<file path="src/rtl/dm_sb_pkg.sv">
// Shared types and helpers for the DM posted-write store buffer.
package dm_sb_pkg;

    localparam int unsigned SB_DEPTH = 4;

    typedef struct packed {
        logic [29:0] waddr;
        logic [31:0] data;
        logic [31:0] pc;
    } sb_entry_t;

    // Byte address to word index; the shift keeps every input bit referenced.
    function automatic logic [29:0] word_idx(input logic [31:0] byte_addr);
        return 30'(byte_addr >> 2);
    endfunction

endpackage

</file>
<file path="src/rtl/dm_store_buffer_if.sv">
// Store, load-lookup and DM write-port signals between datapath, buffer and DM.
interface dm_store_buffer_if;
    logic        st_valid;
    logic        st_ready;
    logic [31:0] st_addr;
    logic [31:0] st_data;
    logic [31:0] st_pc;
    logic        ld_req;
    logic [31:0] ld_addr;
    logic        ld_hit;
    logic [31:0] ld_data;
    logic        dm_WE;
    logic [31:0] dm_adress;
    logic [31:0] dm_Wdata;
    logic [31:0] dm_pc;

    modport master (
        output st_valid, st_addr, st_data, st_pc, ld_req, ld_addr,
        input  st_ready, ld_hit, ld_data, dm_WE, dm_adress, dm_Wdata, dm_pc
    );

    modport slave (
        input  st_valid, st_addr, st_data, st_pc, ld_req, ld_addr,
        output st_ready, ld_hit, ld_data, dm_WE, dm_adress, dm_Wdata, dm_pc
    );
endinterface

</file>
<file path="src/rtl/dm_sb_lookup.sv">
// Youngest-match search over the store buffer entries for load forwarding.
module dm_sb_lookup
    import dm_sb_pkg::*;
#(
    parameter int unsigned DEPTH = SB_DEPTH,
    localparam int unsigned PTR_W = $clog2(DEPTH)
) (
    input  logic [29:0]      waddr [DEPTH],
    input  logic [31:0]      wdata [DEPTH],
    input  logic [DEPTH-1:0] valid,
    input  logic [PTR_W-1:0] tail,
    input  logic [29:0]      key,
    output logic             hit,
    output logic [31:0]      data
);

    logic [PTR_W-1:0] idx;

    // Walk oldest (tail) to youngest (tail-1); the last match wins.
    always_comb begin
        hit  = 1'b0;
        data = '0;
        idx  = '0;
        for (int unsigned k = 0; k < DEPTH; k++) begin
            idx = tail + PTR_W'(k);
            if (valid[idx] && (waddr[idx] == key)) begin
                hit  = 1'b1;
                data = wdata[idx];
            end
        end
    end

endmodule

</file>
<file path="src/rtl/dm_store_buffer.sv">
// Posted-write store buffer in front of DM; drains in order, yields to loads.
// Optional build macro: STORE_BUF_COALESCE_EN merges a store into the youngest entry.
module dm_store_buffer
    import dm_sb_pkg::*;
#(
    parameter int unsigned DEPTH = SB_DEPTH,
    localparam int unsigned PTR_W = $clog2(DEPTH)
) (
    input  logic             clk,
    input  logic             rst,
    dm_store_buffer_if.slave sb,
    output logic             empty,
    output logic [PTR_W:0]   count
);

    sb_entry_t        mem [DEPTH];
    logic [29:0]      waddr_a [DEPTH];
    logic [31:0]      wdata_a [DEPTH];
    logic [PTR_W-1:0] head;
    logic [PTR_W-1:0] tail;
    logic [PTR_W-1:0] tail_prev;
    logic [PTR_W-1:0] off;
    logic [DEPTH-1:0] valid;
    logic [29:0]      st_widx;
    logic [29:0]      ld_widx;
    logic             full;
    logic             pop;
    logic             push;
    logic             alloc;
    logic             coal;

    assign st_widx   = word_idx(sb.st_addr);
    assign ld_widx   = word_idx(sb.ld_addr);
    assign tail_prev = tail - PTR_W'(1);
    assign empty     = (count == '0);
    assign full      = (count == (PTR_W+1)'(DEPTH));
    assign pop       = !empty && !sb.ld_req;

`ifdef STORE_BUF_COALESCE_EN
    // Youngest entry is only being popped when it is also the head.
    assign coal = sb.st_valid && !empty && (mem[tail_prev].waddr == st_widx)
                  && !(pop && (count == (PTR_W+1)'(1)));
`else
    assign coal = 1'b0;
`endif

    assign sb.st_ready = !full || pop || coal;
    assign push        = sb.st_valid && sb.st_ready;
    assign alloc       = push && !coal;

    assign sb.dm_WE     = pop;
    assign sb.dm_adress = empty ? '0 : {mem[head].waddr, 2'b00};
    assign sb.dm_Wdata  = empty ? '0 : mem[head].data;
    assign sb.dm_pc     = empty ? '0 : mem[head].pc;

    // Valid mask: slots whose distance from head is below count.
    always_comb begin
        valid = '0;
        off   = '0;
        for (int unsigned i = 0; i < DEPTH; i++) begin
            off      = PTR_W'(i) - head;
            valid[i] = ((PTR_W+1)'(off) < count);
            waddr_a[i] = mem[i].waddr;
            wdata_a[i] = mem[i].data;
        end
    end

    dm_sb_lookup #(.DEPTH(DEPTH)) u_lookup (
        .waddr (waddr_a),
        .wdata (wdata_a),
        .valid (valid),
        .tail  (tail),
        .key   (ld_widx),
        .hit   (sb.ld_hit),
        .data  (sb.ld_data)
    );

    always_ff @(posedge clk or negedge rst) begin
        if (!rst) begin
            head  <= '0;
            tail  <= '0;
            count <= '0;
        end else begin
            if (pop)   head <= head + PTR_W'(1);
            if (alloc) tail <= tail + PTR_W'(1);
            case ({alloc, pop})
                2'b10:   count <= count + (PTR_W+1)'(1);
                2'b01:   count <= count - (PTR_W+1)'(1);
                default: count <= count;
            endcase
        end
    end

    // Payload storage is not reset; the valid mask guards every read.
    always_ff @(posedge clk) begin
        if (alloc) begin
            mem[tail].waddr <= st_widx;
            mem[tail].data  <= sb.st_data;
            mem[tail].pc    <= sb.st_pc;
        end
        if (push && coal) begin
            mem[tail_prev].data <= sb.st_data;
            mem[tail_prev].pc   <= sb.st_pc;
        end
    end

endmodule

</file>
<file path="src/flat_wrapper.sv">
// flat-port wrapper written by rule: the top's interface ports become plain ports
module dm_store_buffer_flat import dm_sb_pkg::*;
#(
    parameter int unsigned DEPTH = SB_DEPTH,
    localparam int unsigned PTR_W = $clog2(DEPTH)
)
  (clk, rst, empty, count, sb_st_valid, sb_st_addr, sb_st_data, sb_st_pc, sb_ld_req, sb_ld_addr, sb_st_ready, sb_ld_hit, sb_ld_data, sb_dm_WE, sb_dm_adress, sb_dm_Wdata, sb_dm_pc);
  dm_store_buffer_if sb_i ();
  input  logic clk;
  input  logic rst;
  output logic empty;
  output logic [PTR_W:0] count;
  input wire logic [$bits(sb_i.st_valid)-1:0] sb_st_valid;
  input wire logic [$bits(sb_i.st_addr)-1:0] sb_st_addr;
  input wire logic [$bits(sb_i.st_data)-1:0] sb_st_data;
  input wire logic [$bits(sb_i.st_pc)-1:0] sb_st_pc;
  input wire logic [$bits(sb_i.ld_req)-1:0] sb_ld_req;
  input wire logic [$bits(sb_i.ld_addr)-1:0] sb_ld_addr;
  output wire logic [$bits(sb_i.st_ready)-1:0] sb_st_ready;
  output wire logic [$bits(sb_i.ld_hit)-1:0] sb_ld_hit;
  output wire logic [$bits(sb_i.ld_data)-1:0] sb_ld_data;
  output wire logic [$bits(sb_i.dm_WE)-1:0] sb_dm_WE;
  output wire logic [$bits(sb_i.dm_adress)-1:0] sb_dm_adress;
  output wire logic [$bits(sb_i.dm_Wdata)-1:0] sb_dm_Wdata;
  output wire logic [$bits(sb_i.dm_pc)-1:0] sb_dm_pc;
  assign sb_i.st_valid = sb_st_valid;
  assign sb_i.st_addr = sb_st_addr;
  assign sb_i.st_data = sb_st_data;
  assign sb_i.st_pc = sb_st_pc;
  assign sb_i.ld_req = sb_ld_req;
  assign sb_i.ld_addr = sb_ld_addr;
  assign sb_st_ready = sb_i.st_ready;
  assign sb_ld_hit = sb_i.ld_hit;
  assign sb_ld_data = sb_i.ld_data;
  assign sb_dm_WE = sb_i.dm_WE;
  assign sb_dm_adress = sb_i.dm_adress;
  assign sb_dm_Wdata = sb_i.dm_Wdata;
  assign sb_dm_pc = sb_i.dm_pc;
  dm_store_buffer #(.DEPTH(DEPTH)) u_core (.clk(clk), .rst(rst), .sb(sb_i), .empty(empty), .count(count));
endmodule
</file>
<file path="config.mk">
export PLATFORM = sky130hd
export DESIGN_NAME = dm_store_buffer_flat
export DESIGN_NICKNAME = d
export VERILOG_FILES = /design/src/rtl/dm_sb_pkg.sv /design/src/rtl/dm_store_buffer_if.sv /design/src/rtl/dm_sb_lookup.sv /design/src/rtl/dm_store_buffer.sv /design/src/flat_wrapper.sv
export SDC_FILE = /design/constraint.sdc
export NUM_CORES = 1
export LEC_CHECK = 0
export BUFFER_PORTS_ARGS = -buffer_cell sky130_fd_sc_hd__buf_2
export CORE_ASPECT_RATIO = 1.1
export CORE_UTILIZATION = 57
export CTS_CLUSTER_SIZE = 12
export DETAILED_ROUTE_END_ITERATION = 16
export HOLD_SLACK_MARGIN = 0.05
export PLACE_DENSITY_LB_ADDON = 0.08
export SKIP_CTS_REPAIR_TIMING = 1
export SKIP_LAST_GASP = 1
export SYNTH_ARGS = -nofsm -noshare
export SYNTH_HDL_FRONTEND = slang
export SYNTH_SLANG_ARGS = --single-unit
</file>
<file path="constraint.sdc">
create_clock -name clk -period 6 [get_ports clk]
set_input_delay 0.9 -clock clk [delete_from_list [all_inputs] [get_ports clk]]
set_output_delay 0.9 -clock clk [all_outputs]
set_load 0.005 [all_outputs]
</file>
Yosys cells after proc, flatten, opt, wreduce, memory -nomap -nowiden:

Memory sizes are Yosys's and may differ from the RTL's.
Cells that the tools add are included.

* input port bits: 132
* output and inout bits: 135
* memories kept: 1
* flip-flop bits (word level): 7
* word-level logic and storage cells: 95
* RAM bits: 376

* magnitude comparators: 12
* muxes and demuxes: 46
* add/subtract/negate cells: 10
* reduce and logical (&&, ||, !) cells: 12
* eq/ne operators: 7
* bitwise gates (word level): 4

Memories
* u_core.mem: words 4, width 94, rd ports 5, clocked after memory_dff 0, wr ports 1, RTL line dm_store_buffer.sv:16 `sb_entry_t mem [DEPTH];`

Operators by type and width (number)
* 32-bit 2-to-1 mux: 15
* 32-bit binary-select mux with 2-bit select: 4
* 30-bit binary-select mux with 2-bit select: 4
* 30-bit 2-to-1 mux: 8
* 30-bit equality test: 4
* 3-bit >= comparator, second input constant: 4
* 2-bit by 3-bit less-than comparator with 1-bit output: 4
* 2-bit by 3-bit less-than comparator with 1-bit output, second input constant: 4
* 2-bit NOT with 3-bit output: 4
* 1-bit 2-to-1 mux: 10
* 1-bit binary-select mux with 2-bit select: 4
* 1-bit logical AND: 6
* 3-bit one-hot mux with 2 select lines: 1
* 2-bit by 1-bit adder with 2-bit output, second input constant: 2
* 2-bit adder, second input constant: 2
* 1-bit by 2-bit subtractor with 2-bit output, first input constant: 2
* 2-bit subtractor, first input constant: 2
* 3-bit by 1-bit adder with 3-bit output, second input constant: 1
* 3-bit equality test, second input constant: 1
* 1-bit zero test: 3
* 3-bit zero test: 1
* 3-bit by 1-bit subtractor with 3-bit output, second input constant: 1
* 2-bit by 1-bit equality test with 1-bit output, second input constant: 1
* 2-bit equality test, second input constant: 1
* other kinds (2): 2

Depth between registers and ports, before layout:

* depth in word-level cells: 10
* gate-level depth with buffers: 17
* gate-level depth less buffers: 11

Modules after synthesis:

From an unflattened synthesis, not the netlist that was laid out.

* cell total of the unflattened synthesis: 1675
* area, all modules: 22645.5 um^2

Modules (own cells, without submodules)
* dm_store_buffer: cells an instance 655, times used 1, area an instance 14777.9 um^2
* dm_sb_lookup: cells an instance 1020, times used 1, area an instance 7867.5 um^2

Worst setup path after synthesis:

Ideal clock, no wire load.

* kind: register to output
* start: register u_core.tail[1]
* end: output sb_ld_data[10]
* path slack: 0.706 ns
* arrival: 4.394 ns
* cell stages (with the launch flop): 17
* path through: dfrtp_1 -> clkbuf_1 -> buf_1 -> clkinv_1 -> clkbuf_1 -> clkbuf_1 -> ha_1 -> buf_2 -> buf_2 -> mux4_2 -> xnor2_1 -> nand3_1 -> nor4_1 -> o2111ai_1 -> buf_2 -> mux2i_1 -> a221oi_2

* cells in the longest elaborated chain, start to end: 10
* elaborated cells on any way between the ends: 51
* classes of those cells: add/sub (3); eq/ne (4); mux (36); bitwise (4); reduce/logical (4)

Ends and longest elaborated chain
* from (decl): RTL line dm_store_buffer.sv:20 `logic [PTR_W-1:0] tail;`
* from (signal assigned): RTL line dm_store_buffer.sv:85 `if (alloc) tail <= tail + PTR_W'(1);`
* 2-bit by 1-bit adder with 2-bit output or 2-bit NOT with 3-bit output (tied branches): RTL line dm_sb_lookup.sv:25, dm_sb_lookup.sv:26, dm_sb_lookup.sv:28
* 2-bit NOT with 3-bit output (not written as such) or 30-bit binary-select mux with 2-bit select (tied branches): RTL line dm_sb_lookup.sv:26, dm_sb_lookup.sv:28
* 30-bit binary-select mux with 2-bit select or 30-bit 2-to-1 mux (tied branches): RTL line dm_sb_lookup.sv:26 `if (valid[idx] && (waddr[idx] == key)) begin`
* 30-bit 2-to-1 mux (not written as such): RTL line dm_sb_lookup.sv:26
* 30-bit 2-to-1 mux (not written as such) or 30-bit equality test (tied branches): RTL line dm_sb_lookup.sv:26
* 30-bit equality test or 1-bit logical AND (tied branches): RTL line dm_sb_lookup.sv:26
* 1-bit logical AND or 32-bit 2-to-1 mux (tied branches): RTL line dm_sb_lookup.sv:26
* 32-bit 2-to-1 mux (2 in series): RTL line dm_sb_lookup.sv:26
* 32-bit 2-to-1 mux *: RTL line dm_sb_lookup.sv:26
* to (decl): RTL line flat_wrapper.sv:21 `output wire logic [$bits(sb_i.ld_data)-1:0] sb_ld_data;`

Every way passes the cells marked *; elsewhere a longest branch is shown, timed or not. The select of a mux whose other input is x is not followed.

Worst setup path in the final report:

* start: register u_core.tail[0]
* end: output sb_ld_data[6]

* elaborated cells on any way between the ends: 51
* classes of those cells: add/sub (3); eq/ne (4); mux (36); bitwise (4); reduce/logical (4)

RTL lines
* 2-bit adder *: RTL line dm_sb_lookup.sv:25 `idx = tail + PTR_W'(k);`
* named net u_core.u_lookup.idx[0]: RTL line dm_sb_lookup.sv:17 `logic [PTR_W-1:0] idx;`
* 2-bit NOT with 3-bit output (not written as such): RTL line dm_sb_lookup.sv:26, dm_sb_lookup.sv:28
* 30-bit binary-select mux with 2-bit select: RTL line dm_sb_lookup.sv:26
* 30-bit 2-to-1 mux (not written as such) (2 in series): RTL line dm_sb_lookup.sv:26
* 30-bit equality test: RTL line dm_sb_lookup.sv:26
* 1-bit logical AND: RTL line dm_sb_lookup.sv:26
* 32-bit 2-to-1 mux *: RTL line dm_sb_lookup.sv:26

The timed path passes the listed nets; every way through them passes the cells marked *. The select of a mux whose other input is x is not followed.

==> qor.txt <==
Max-cap violations: 0
Synth-to-Final Area Change: 13.5%
IO Pins: 267
Clk buf depth: 3
WL/cell: 25.8 microns
Mapped Cells: 1,474
Clock sinks: 383
Tightest Hold Check Type: in2async
Ys Warns: 0
Asr flop ratio synth: 1.83%
TritonCTS clock tree: done
Starting Density: 58.1%
Slew Limit Fails: 0
Critical path startpoint category: flip-flop
Synth top area cells: edfxtp_1, mux4_2, mux2i_1, xnor2_1, nor2b_1
Util after Layout: 65.9%
Cell variety after synth: 53
Layout cell share with drive strength beyond 1: 42.4%
Row cnt: 77
VDD IR max: 0.000337 V
Drt first pass iters: 5
Dominant synthesized flop cell: edfxtp_1
Worst EP required: 5.10 ns
Gr ovfl total: 0
Htree depth: 2
Routability Congestion: 0.853
Power Density: 529 mW/mm^2
Final worst slack: 0.213 ns
Vias/cell: 6.57
Hold Worst Slack: 0.168 ns
Area leader, netlist: edfxtp_1
Metal2 WL: 29.5 mm
Fin crit share: 96.5%
Fin. Hold Viols: 0
First-pass GRT wire length: 88.4 mm
Filler instances: 2,898
WS Path Type: reg2out
Worst Path Arrival: 4.89 ns
Chip height: 215 microns
Die X: 195 microns
Residual DRC count: 0
Syn Area/Cell: 15.9 sq um
Clk_skew: 0.0134 ns
WL met3: 3.75 mm
Sequential-to-total area share from yosys stat: 48.9%
DP Worst Slack: 0.345 ns
Relative slew slack: 25.3%
Pin count of the biggest net entering global routing: 71
CTS Buf Count: 41
DR vias: 14,700
Drt total wl: 57.8 mm
Highest Signal Layer: met5
Initial antenna violation count: 15
CP max FO: 33
Worst-Skew Late Latency: 0.56 ns
#FFs+latches synth: 383
Outcome: completed
Reg clk slew, reported paths: 0.06 ns
Commonest non-fill, non-tap cell in the layout: edfxtp_1
DR iter-0 viols: 1,240
DIE AREA: 0.0419 sq mm
Leak: 0.00930 uW
Synthesized area: 0.0234 sq mm
Total track usage: 27.8%
DP HPWL: 37.3 mm
Fin area: 0.0266 sq mm
Min Clock Period, post-route: 5.79 ns
Layout net count: 1,829
Worst setup EP type: output port
Post-synth top area share: 48.2%
# port buffers: 260
Final setup viols: 0
Placed instance area: 0.0252 sq mm
RSZ-0062 raised after global routing: no
Vias in the first global route: 14,900
Pin slew with the least headroom to its limit: 1.12 ns
Core region area: 0.0404 sq mm
Post-synth EDFFs: 376
CTS Root Cell: clkbuf_16
Antenna Nets Post-Route: 0
Peak Freq: 173 MHz
Sum Neg Setup Slack: 0 ns
Metal-1 WL: 23.1 mm
Most frequent cells in the layout: edfxtp_1, buf_2, mux4_2, nor2b_1, mux2i_1
-- area by class of cell --
cell class / instances / area [sq um] / area share, %
diodes: 11 / 27.5 / 0.103
clock buffers: 56 / 1090 / 4.10
well taps: 513 / 642 / 2.41
clock inverters: 16 / 254 / 0.954
repair buffers: 303 / 1720 / 6.45
inverters: 10 / 38.8 / 0.146
flip-flops and latches: 383 / 11500 / 43.1
multi-input cells: 948 / 11400 / 42.7
-- through the flow --
step	instances	power, uW
2_1_floorplan	1475	9600
3_3_place_gp	2154	11500
3_5_place_dp	2154	11600
4_1_cts	2226	14200
5_1_grt	2235	14800
6_report	2240	14100
-- cells by family after synthesis --
| family | count (synthesis) | synth area share [%] |
|---|---|---|
| xor gates and xnor gates | 131 | 4.90 |
| and+or+nand+nor | 278 | 6.53 |
| muxes | 392 | 30.6 |
| DFF | 383 | 48.9 |
| AOI/OAI and AO/OA | 135 | 5.46 |
| other | 1 | 0.0160 |
| buffers and inverters | 144 | 2.98 |
| adders and majority gates | 10 | 0.566 |
-- metal layers --
layer	GRT usage [%]	vias to the layer above
li1	-	6439
met1	37.2	7622
met2	46.8	539
met3	5.14	105
met4	8.24	14
met5	0	-
-- sequential cells by signal, summed over array words and instances, names as in the netlist --
register,flops
u_core.count,3
u_core.head,2
u_core.tail,2
u_core.mem,376
-- cell usage after synthesis, types with 2 or more instances --
library cell and count:
nor2b_1 131, buf_4 8, a31oi_1 5, mux2_2 33
a211oi_2 29, buf_6 12, nor4_1 9, o21ai_0 40
nand2_1 37, nand2b_1 2, ha_1 9, xnor2_1 97
a21oi_1 9, dfrtp_1 7, mux2i_1 102, edfxtp_1 376
clkbuf_1 62, and3_1 5, nor2_1 49, buf_1 22
a221oi_2 31, xor2_1 34, a221oi_1 2, nor3_1 4
buf_2 30, nand3_1 9, nand4_1 24, a2bb2oi_1 2
o211ai_1 3, and2_1 3, mux4_2 257, inv_1 8
a211oi_1 3
-- path summary, 6_finish.rpt --
path                                        startpoint                           to  slack [ns]  depth (start not counted)
max                         u_core.tail[0]$_DFFE_PN0P_                sb_ld_data[6]        0.21                         12
min                                                rst  u_core.count[1]$_DFFE_PN0P_        0.17                          1
max reg2reg                 u_core.tail[0]$_DFFE_PN0P_  u_core.mem[3][10]$_DFFE_PP_        2.61                          5
min reg2reg                u_core.count[0]$_DFFE_PN0P_  u_core.count[0]$_DFFE_PN0P_        0.63                          1
max in group asynchronous                          rst   u_core.head[1]$_DFFE_PN0N_        5.64                          1
min in group clk                         sb_st_data[6]  u_core.mem[2][38]$_DFFE_PP_        0.55                          1
-- critical path: stages (launching register included) --
cell       delay, ns
dfrtp_4         0.64
inv_2           0.19
ha_4            0.42
buf_12          0.21
mux4_2          0.53
xnor2_1         0.36
nand4_1         0.18
nor4_2          0.50
o2111ai_4       0.17
buf_4           0.38
mux2i_1         0.21
a221oi_2        0.33
buf_2           0.17
-- where the power goes --
group / internal (uW) / switching [uW] / total (uW)
clock: 1500 / 1030 / 2530
sequential: 3550 / 415 / 3960
combinational: 3810 / 3760 / 7580
Note: power is estimated with default switching activity, not from simulation.
